File: src/rtl/hazard_pkg.sv
// hazard_pkg: shared FSM encoding, latency codes and default sizing for the hazard scoreboard
package hazard_pkg;
    localparam int NUM_REGS_DEF = 8;
    localparam int DEPTH_DEF    = 3;
    localparam int NUM_SRC_DEF  = 2;
    localparam int LAT_W_DEF    = 2;
    localparam int LAT_ALU      = 1;
    localparam int LAT_LOAD     = 2;
    typedef enum logic [1:0] {RUN, DRAIN, HALTED} state_t;
endpackage

File: src/rtl/hazard_scoreboard_if.sv
// hazard_scoreboard_if: decode-side handshake between pipeline control and the hazard scoreboard
interface hazard_scoreboard_if #(
    parameter int NUM_REGS = hazard_pkg::NUM_REGS_DEF,
    parameter int DEPTH    = hazard_pkg::DEPTH_DEF,
    parameter int NUM_SRC  = hazard_pkg::NUM_SRC_DEF,
    parameter int LAT_W    = hazard_pkg::LAT_W_DEF
);
    localparam int AW    = $clog2(NUM_REGS);
    localparam int SEL_W = $clog2(DEPTH + 1);
    logic                     stall_ext;
    logic [DEPTH-1:0]         flush_mask;
    logic                     dec_valid;
    logic [NUM_SRC-1:0]       dec_src_en;
    logic [NUM_SRC*AW-1:0]    dec_src;
    logic                     dec_dst_en;
    logic [AW-1:0]            dec_dst;
    logic [LAT_W-1:0]         dec_lat;
    logic                     dec_halt;
    logic                     issue;
    logic                     stall_dec;
    logic [NUM_SRC*SEL_W-1:0] fwd_sel;
    logic                     halted;
    modport master (
        output stall_ext, flush_mask, dec_valid, dec_src_en, dec_src, dec_dst_en, dec_dst, dec_lat, dec_halt,
        input  issue, stall_dec, fwd_sel, halted
    );
    modport slave (
        input  stall_ext, flush_mask, dec_valid, dec_src_en, dec_src, dec_dst_en, dec_dst, dec_lat, dec_halt,
        output issue, stall_dec, fwd_sel, halted
    );
endinterface

File: src/rtl/hz_src_match.sv
// hz_src_match: finds the youngest in-flight writer of one source and whether its result is ready yet
module hz_src_match #(
    parameter int DEPTH = 3,
    parameter int AW    = 3,
    parameter int LAT_W = 2,
    parameter int SEL_W = 2
) (
    input  logic                   en,
    input  logic [AW-1:0]          src,
    input  logic [DEPTH:1]         valid,
    input  logic [DEPTH*AW-1:0]    dst,
    input  logic [DEPTH*LAT_W-1:0] lat,
    output logic                   hit,
    output logic [SEL_W-1:0]       sel,
    output logic                   hazard
);
    // Scan oldest to youngest so the youngest match wins; lat 0 behaves as 1 since k >= 1 always.
    always_comb begin
        hit = 1'b0;
        sel = '0;
        hazard = 1'b0;
        for (int k = DEPTH; k >= 1; k--) begin
            if (en && valid[k] && dst[(k-1)*AW +: AW] == src) begin
                hit = 1'b1;
                sel = SEL_W'(k);
                hazard = int'(lat[(k-1)*LAT_W +: LAT_W]) > k;
            end
        end
    end
endmodule

File: src/rtl/hazard_scoreboard.sv
// hazard_scoreboard: tracks in-flight destinations, derives stall/forward selects and drains the pipe on HALT
module hazard_scoreboard
    import hazard_pkg::*;
#(
    parameter int NUM_REGS = NUM_REGS_DEF,
    parameter int DEPTH    = DEPTH_DEF,
    parameter int NUM_SRC  = NUM_SRC_DEF,
    parameter int LAT_W    = LAT_W_DEF
) (
    input logic                clk,
    input logic                rst,
    hazard_scoreboard_if.slave bus
);
    localparam int AW    = $clog2(NUM_REGS);
    localparam int SEL_W = $clog2(DEPTH + 1);
    state_t                   state_q, state_d;
    logic [DEPTH:1]           ent_valid, live;
    logic [DEPTH*AW-1:0]      ent_dst;
    logic [DEPTH*LAT_W-1:0]   ent_lat;
    logic [NUM_SRC-1:0]       hit, hz;
    logic                     any_hz, run;
    assign live = ent_valid & ~bus.flush_mask;
    for (genvar i = 0; i < NUM_SRC; i++) begin : g_src
        hz_src_match #(.DEPTH(DEPTH), .AW(AW), .LAT_W(LAT_W), .SEL_W(SEL_W)) u_match (
            .en     (bus.dec_src_en[i]),
            .src    (bus.dec_src[i*AW +: AW]),
            .valid  (live),
            .dst    (ent_dst),
            .lat    (ent_lat),
            .hit    (hit[i]),
            .sel    (bus.fwd_sel[i*SEL_W +: SEL_W]),
            .hazard (hz[i])
        );
    end
    assign any_hz        = |(hit & hz);
    assign run           = (state_q == RUN) & ~rst;
    assign bus.stall_dec = run & bus.dec_valid & ~bus.stall_ext & any_hz;
    assign bus.issue     = run & bus.dec_valid & ~bus.stall_ext & ~any_hz;
    assign bus.halted    = state_q == HALTED;
    // Enter DRAIN when HALT issues; finish once every tracked entry has gone, unless frozen.
    always_comb begin
        state_d = state_q;
        if (state_q == RUN && bus.issue && bus.dec_halt) state_d = DRAIN;
        if (state_q == DRAIN && !bus.stall_ext && live == '0) state_d = HALTED;
    end
    // FSM state register.
    always_ff @(posedge clk or posedge rst) begin
        if (rst) state_q <= RUN;
        else     state_q <= state_d;
    end
    // Entry pipe: freeze holds contents but still honours flush; otherwise shift, new entry or bubble at 1.
    always_ff @(posedge clk or posedge rst) begin
        if (rst) begin
            ent_valid <= '0;
            ent_dst   <= '0;
            ent_lat   <= '0;
        end else if (bus.stall_ext) begin
            ent_valid <= live;
        end else begin
            ent_valid <= {live[DEPTH-1:1], bus.issue & bus.dec_dst_en};
            ent_dst   <= {ent_dst[(DEPTH-1)*AW-1:0], bus.dec_dst};
            ent_lat   <= {ent_lat[(DEPTH-1)*LAT_W-1:0], bus.dec_lat};
        end
    end
endmodule

File: src/flat_wrapper.sv
// flat-port wrapper written by rule: the top's interface ports become plain ports
module hazard_scoreboard_flat import hazard_pkg::*;
#(
    parameter int NUM_REGS = NUM_REGS_DEF,
    parameter int DEPTH    = DEPTH_DEF,
    parameter int NUM_SRC  = NUM_SRC_DEF,
    parameter int LAT_W    = LAT_W_DEF
)
  (clk, rst, bus_stall_ext, bus_flush_mask, bus_dec_valid, bus_dec_src_en, bus_dec_src, bus_dec_dst_en, bus_dec_dst, bus_dec_lat, bus_dec_halt, bus_issue, bus_stall_dec, bus_fwd_sel, bus_halted);
  hazard_scoreboard_if #(.NUM_REGS(NUM_REGS), .DEPTH(DEPTH), .NUM_SRC(NUM_SRC), .LAT_W(LAT_W)) bus_i ();
  input logic clk;
  input logic rst;
  input wire logic [$bits(bus_i.stall_ext)-1:0] bus_stall_ext;
  input wire logic [$bits(bus_i.flush_mask)-1:0] bus_flush_mask;
  input wire logic [$bits(bus_i.dec_valid)-1:0] bus_dec_valid;
  input wire logic [$bits(bus_i.dec_src_en)-1:0] bus_dec_src_en;
  input wire logic [$bits(bus_i.dec_src)-1:0] bus_dec_src;
  input wire logic [$bits(bus_i.dec_dst_en)-1:0] bus_dec_dst_en;
  input wire logic [$bits(bus_i.dec_dst)-1:0] bus_dec_dst;
  input wire logic [$bits(bus_i.dec_lat)-1:0] bus_dec_lat;
  input wire logic [$bits(bus_i.dec_halt)-1:0] bus_dec_halt;
  output wire logic [$bits(bus_i.issue)-1:0] bus_issue;
  output wire logic [$bits(bus_i.stall_dec)-1:0] bus_stall_dec;
  output wire logic [$bits(bus_i.fwd_sel)-1:0] bus_fwd_sel;
  output wire logic [$bits(bus_i.halted)-1:0] bus_halted;
  assign bus_i.stall_ext = bus_stall_ext;
  assign bus_i.flush_mask = bus_flush_mask;
  assign bus_i.dec_valid = bus_dec_valid;
  assign bus_i.dec_src_en = bus_dec_src_en;
  assign bus_i.dec_src = bus_dec_src;
  assign bus_i.dec_dst_en = bus_dec_dst_en;
  assign bus_i.dec_dst = bus_dec_dst;
  assign bus_i.dec_lat = bus_dec_lat;
  assign bus_i.dec_halt = bus_dec_halt;
  assign bus_issue = bus_i.issue;
  assign bus_stall_dec = bus_i.stall_dec;
  assign bus_fwd_sel = bus_i.fwd_sel;
  assign bus_halted = bus_i.halted;
  hazard_scoreboard #(.NUM_REGS(NUM_REGS), .DEPTH(DEPTH), .NUM_SRC(NUM_SRC), .LAT_W(LAT_W)) u_core (.clk(clk), .rst(rst), .bus(bus_i));
endmodule
File: config.mk
export PLATFORM = sky130hd
export DESIGN_NAME = hazard_scoreboard_flat
export DESIGN_NICKNAME = d
export VERILOG_FILES = /design/src/rtl/hazard_pkg.sv /design/src/rtl/hazard_scoreboard_if.sv /design/src/rtl/hz_src_match.sv /design/src/rtl/hazard_scoreboard.sv /design/src/flat_wrapper.sv
export SDC_FILE = /design/constraint.sdc
export NUM_CORES = 1
export LEC_CHECK = 0
export ABC_AREA = 0
export CAP_MARGIN = 25
export CORE_ASPECT_RATIO = 1.25
export CORE_MARGIN = 10
export CORE_UTILIZATION = 50
export CTS_CLUSTER_DIAMETER = 30
export CTS_CLUSTER_SIZE = 16
export DETAILED_ROUTE_END_ITERATION = 16
export PLACE_DENSITY = 0.83
export SLEW_MARGIN = 30
export SYNTH_ARGS = -nofsm -noshare
export SYNTH_HDL_FRONTEND = slang
export SYNTH_SLANG_ARGS = --single-unit
File: constraint.sdc
create_clock -name clk -period 4.4 [get_ports clk]
set_clock_uncertainty 0.05 [all_clocks]
set_input_delay 0.88 -clock clk [delete_from_list [all_inputs] [get_ports clk]]
set_output_delay 0.88 -clock clk [all_outputs]
set_load 0.01 [all_outputs]
==> flow_metrics.tcl, run 1 <==
set metrics [dict create \
    status "completed" \
    clk_latency_ns 0.28 \
    numCtsBuffers 3 \
    leakagePower_uw 0.000592 \
    netlist_area_um2 1050 \
    cpLargestDelayFamily "buffers and inverters" \
    grt_util_met2_pct 17.3 \
    dr.first_iter.drc_count 31 \
    slew_headroom_pct 57.6 \
    grt_max_degree 19 \
    maxCapViolations 0 \
    final-max-slew-violation-count 0 \
    cpPeakStageDelay_ns 0.61 \
    htree_levels 1 \
    wirelength_mm 2.23 \
    path_common_cell "clkdlybuf4s50_1" \
    min_from "u_core.ent_lat[0]" \
    cts_sinks 18 \
    fin_nets 145 \
    gp_congestion 0.895 \
    grt_pass1_wl_mm 3.68 \
    drive_gt1_share_pct 22.3 \
    yosysSeqAreaShare_pct 42.7 \
    multi_input_area_um2 578 \
    fin_crit_sh_pct 91.6 \
    synth_cell_types 28 \
    reg2reg_from "u_core.ent_dst[2]" \
    syn_inst 91 \
    grt_setup_unrepaired "no" \
    grt_overflow_total 0 \
    wire_per_inst_um 15.8 \
    setup-violations-final 0 \
    synth_area_leaders "dfrtp_1, mux2_2, xor2_1" \
    synth_top_area_share_pct 42.7 \
    crit_type "in2out" \
    fp.dieW_um 61.1 \
    ios 29 \
    fmax_ghz 0.248 \
    fp.dieArea_um2 4360 \
    core-area_um2 2000 \
    final_antenna_net_count 0 \
    dr.pass1.iters 4 \
    start_kind "input pin" \
    cts_hold_buf 0 \
    rrSetupSlack_ns 2.54 \
    dp.cells 138 \
    io_buffers 28 \
    stdcell_count 141 \
    hold_path_class "reg2reg" \
    clock_tree.buffer_depth 2 \
    use_met1_pct 12.6 \
    worst-path-buf-inv 2 \
    power_density_nw_per_um2 258 \
    endpoint_kind "output pin" \
    cts-root-buf "clkbuf_4" \
    required_ns 3.47 \
    top_usage_layer "met2" \
    worstHoldPathCells 1 \
    cts_tree "yes" \
    fin_crit_ns 4.03 \
    final.fill_count 154 \
    ys_warn_count 0 \
    tns_ns 0 \
    avgSynthCellArea_um2 11.6 \
    dp_hpwl_mm 1.88 \
    use_met3_pct 3.53 \
    ctsResizeCount 0 \
    synth_top_area_cell "dfrtp_1" \
    worstMarginPinSlew_ns 0.635 \
    r2r_cells 5 \
    finalHoldViolCount 0 \
    clkTransAtPathRegs_ns 0.09 \
    worstPathCellList "clkdlybuf4s50_1, xor2_1, nor4_4, o22ai_2, a311oi_2, clkdlybuf4s50_1" \
    syn2layout_area_growth_pct 31.1 \
    ys_ff_latch 18 \
    num_vias 782 \
    diodes 0 \
    antenna_found_initial 0 \
    start_util_pct 52.6 \
    num_rows 18 \
    synth_nets 113 \
    grt_pass1_vias 820 \
    drc_errors 0 \
    min_to "u_core.ent_lat[2]" \
    ir_drop_mv 0.194 \
    viasPerCell 5.55 \
    crit_fanout 4 \
    die_h_um 71.4 \
    critPathSlowestCell "clkdlybuf4s50_1" \
    regArea_um2 450 \
    grt_usage_pct 10.7 \
    cts_setup_buffers 0 \
    worst_ep_arrival_time_ns 3.10 \
    reg2reg_to "u_core.state_q[0]" \
]
metrics by stage:
stage          total power, uW  utilization (%)  hold slack, ns  area, um^2  setup WS (ns)
2_1_floorplan              253                -           0.425        1050           1.54
3_3_place_gp               284             67.9           0.435        1360          0.411
6_report                   356             69.0           0.474        1380          0.370
4_1_cts                    362             69.0           0.476        1380          0.379
3_5_place_dp               287             67.9           0.454        1360          0.390
5_1_grt                    377             69.0           0.483        1380          0.233
cells in the final DEF, fill, tap and decap left out, types with 3 or more instances in the layout:
master / synthesis / final
clkbuf_4: 0 / 3
clkdlybuf4s50_1: 0 / 28
dfrtp_1: 18 / 18
inv_1: 5 / 5
mux2_2: 13 / 13
nand2_1: 3 / 3
nand4_1: 5 / 5
nor2_1: 4 / 4
xnor2_1: 8 / 8
xor2_1: 10 / 10
sequential cells by signal, summed over array words and instances (netlist names):
signal	cells
u_core.ent_lat	4
u_core.ent_dst	9
u_core.ent_valid	3
u_core.state_q	2
layer usage:
metal,vias to the layer above,wire [um]
li1,384,-
met4,0,13
met5,-,0
met1,377,916
met3,2,159
met2,19,1140
final cells by class:
type                            count  share of cell area, %
Tap cell                           20                   1.81
Clock buffer                        3                   1.63
Timing Repair Buffer               29                   20.8
Sequential cell                    18                   32.6
Multi-Input combinational cell     66                   41.8
Inverter                            5                   1.36
cells by family (layout without fill, tap and decap cells):
family / Yosys count / after routing / share of synthesized area, %
and+or+nand+nor: 23 / 23 / 16.0
xor gates and xnor gates: 18 / 18 / 14.9
DFF: 18 / 18 / 42.7
muxes: 14 / 14 / 14.8
AOI/OAI and AO/OA: 11 / 11 / 9.02
buffers and inverters: 7 / 37 / 2.49
synth_stat cells:
master    count
nor2_1        4
nor4_1        1
nand3b_1      2
clkbuf_1      2
o22ai_2       1
nand2_1       3
or2b_2        2
mux2i_1       1
and3b_1       1
a32o_2        1
a21o_2        1
inv_1         5
xnor2_1       8
and3b_2       1
nand4_1       5
a2bb2o_1      1
xor2_1       10
nor4_4        2
a21oi_1       2
o21a_2        1
dfrtp_1      18
a21o_1        1
a31oi_1       1
mux2_2       13
nor2b_1       1
nor3_1        1
o21ai_0       1
a311oi_2      1
how the worst max path moves through the flow:
stage	from	to	slack, ns	cells after the start
final	bus_dec_src[2]	bus_issue	0.37	6
after global routing	bus_dec_src[2]	bus_issue	0.23	6
after CTS	bus_dec_src[2]	bus_issue	0.38	6
after detailed placement	bus_dec_src[2]	bus_issue	0.39	6
after global placement	bus_dec_src[2]	bus_issue	0.41	6
after floorplan	bus_dec_src[2]	bus_issue	1.54	4
report_power, final:
part	leakage (uW)	switching (uW)	total, uW	internal, uW
Sequential	0.000217	19.5	202	182
Clock	0.0000138	42.4	74.1	31.7
Combinational	0.000361	30.5	80.4	49.9
No activity file was read; power rests on OpenSTA's default activity.
==> run 2: changes to the inputs <==
- CORE_UTILIZATION: 50 -> 42
- PLACE_DENSITY: 0.83 -> 0.74
- clock period: 4.4 -> 3.4 ns (I/O delays scaled with it)
==> run 2 against run 1 <==
Effect of this change:
- non-clock buffer count is 7 higher
- hold slack better by 0.0045 ns
- largest cell class unchanged
- sequential cell count stayed put
- first-iteration DRC count is 48% lower
- count of clock-buffer cells in the layout is 1 higher
- largest power group unchanged
- worst setup slack worse by 0.26 ns
- die area is 13% higher
- combinational power is 38% higher
- wire length is 12% higher
- highest routed layer unchanged
==> flow_metrics.tcl, run 2 (synthesis results as in run 1) <==
set metrics [dict create \
    dp_hpwl_mm 2.08 \
    grt_pass1_vias 863 \
    dr.pass1.iters 4 \
    clock_tree.buffer_depth 2 \
    diodes 0 \
    reg2reg_to "u_core.state_q[0]" \
    tns_ns 0 \
    top_regs "u_core.ent_dst x9, u_core.ent_lat x4, u_core.ent_valid x3" \
    final_cell_mix "clkdlybuf4s50_1, dfrtp_1, mux2_2" \
    grt_max_degree 19 \
    io_buffers 28 \
    pre_cts_ws_ns -0.195 \
    syn2layout_area_growth_pct 38.7 \
    cts-root-buf "clkbuf_4" \
    leakagePower_uw 0.000643 \
    final.fill_count 211 \
    die_h_um 76.0 \
    gp_congestion 0.882 \
    min_to "u_core.ent_lat[0]" \
    min_from "u_core.ent_lat[0]" \
    start_kind "input pin" \
    antenna_found_initial 0 \
    fin_crit_sh_pct 96.8 \
    crit_type "in2out" \
    hold_path_class "reg2reg" \
    r2r_cells 5 \
    numCtsBuffers 3 \
    grt_overflow_total 0 \
    largest-register "u_core.ent_dst" \
    drive_gt1_share_pct 27.1 \
    grt_pass1_wl_mm 3.91 \
    rrSetupSlack_ns 1.52 \
    fin_crit_ns 3.29 \
    crit_fanout 3 \
    dr_wl_met3_um 148 \
    worstMarginPinSlew_ns 0.666 \
    ir_drop_mv 0.285 \
    layout_setup_ws_ns 0.109 \
    final-max-slew-violation-count 0 \
    clk_latency_ns 0.29 \
    route.top_layer_used "met4" \
    num_rows 20 \
    placed_area_um2 1420 \
    final_common_cell "clkdlybuf4s50_1" \
    whs_ns 0.478 \
    required_ns 2.67 \
    largest_register_ffs 9 \
    startpoint "bus_dec_src[0]" \
    ios 29 \
    final_util_pct 60.3 \
    met2_length_mm 1.28 \
    grt_setup_unrepaired "no" \
    dr.first_iter.drc_count 16 \
    core-area_um2 2430 \
    cts_sinks 18 \
    setup-violations-final 0 \
    fp.dieArea_um2 4930 \
    status "completed" \
    worst_ep_arrival_time_ns 2.56 \
    clkTransAtPathRegs_ns 0.10 \
    wirelength_mm 2.50 \
    wl_met1_mm 1.05 \
    fin_nets 152 \
    maxCapViolations 0 \
    grt_usage_pct 9.84 \
    fp.dieW_um 64.8 \
    finalHoldViolCount 0 \
    postLayoutCellArea_um2 1460 \
    power_density_nw_per_um2 344 \
    viasPerCell 4.90 \
    multi_input_area_um2 578 \
    cts_tree "yes" \
    num_vias 794 \
    htree_levels 1 \
    start_util_pct 43.5 \
    final_antenna_net_count 0 \
    slew_headroom_pct 55.5 \
    drc_errors 0 \
    endpoint_kind "output pin" \
    fmax_ghz 0.304 \
    wire_per_inst_um 15.4 \
    worstHoldPathCells 1 \
    reg2reg_from "u_core.ent_dst[2]" \
    regArea_um2 450 \
]
[run 2: cell count changes in the layout (fill, tap and decap cells not counted), sizes merged]
cell and change:
buf +7, clkbuf +1, clkdlybuf4s50 -2, dlygate4sd2 +2
[run 2: per-stage QoR]
| step | cells | power [uW] |
|---|---|---|
| after CTS | 161 | 507 |
| after floorplan | 91 | 327 |
| after detailed placement | 157 | 380 |
| final | 162 | 504 |
| after global routing | 162 | 527 |
| after global placement | 157 | 374 |
[run 2: worst max-delay path by stage]
stage | endpoint | slack [ns] | cells after the start
after detailed placement | bus_issue | -0.20 | 6
after floorplan | bus_issue | 0.94 | 4
after CTS | bus_issue | 0.09 | 6
after global routing | bus_issue | 0.01 | 6
final | bus_issue | 0.11 | 7
after global placement | bus_issue | -0.16 | 6
[run 2: report_power, final]
part	internal [uW]	switching (uW)
combinational	69.0	42.2
clock	65.2	64.5
sequential	236	26.9
[run 2: repair_timing]
action | CTS | global route
pin swaps | 1 | 1
endpoints found under the setup margin | 2 | 1
resized for setup | 2 | 0
hold buffers | 0 | 0
buffers inserted | 0 | 1
[run 2: cell type report]
cell class	instances	share of cell area (%)
Multi-Input combinational cell	66	39.5
Sequential cell	18	30.8
Timing Repair Buffer	36	23.1
Tap cell	33	2.82
Clock buffer	4	2.48
Inverter	5	1.28
[run 2: critical path, cell delays in order]
cell and delay (ns):
clkdlybuf4s50_1 0.54, xor2_1 0.25, nor4_4 0.09, buf_4 0.15, o21a_2 0.21, a311oi_2 0.30, dlygate4sd2_1 0.33
[run 2: layer usage]
metal | vias to the layer above | GRT usage (%)
met3 | 2 | 3.53
met4 | 0 | 3.86
met1 | 376 | 10.7
met5 | - | 0
li1 | 399 | -
met2 | 17 | 16.7
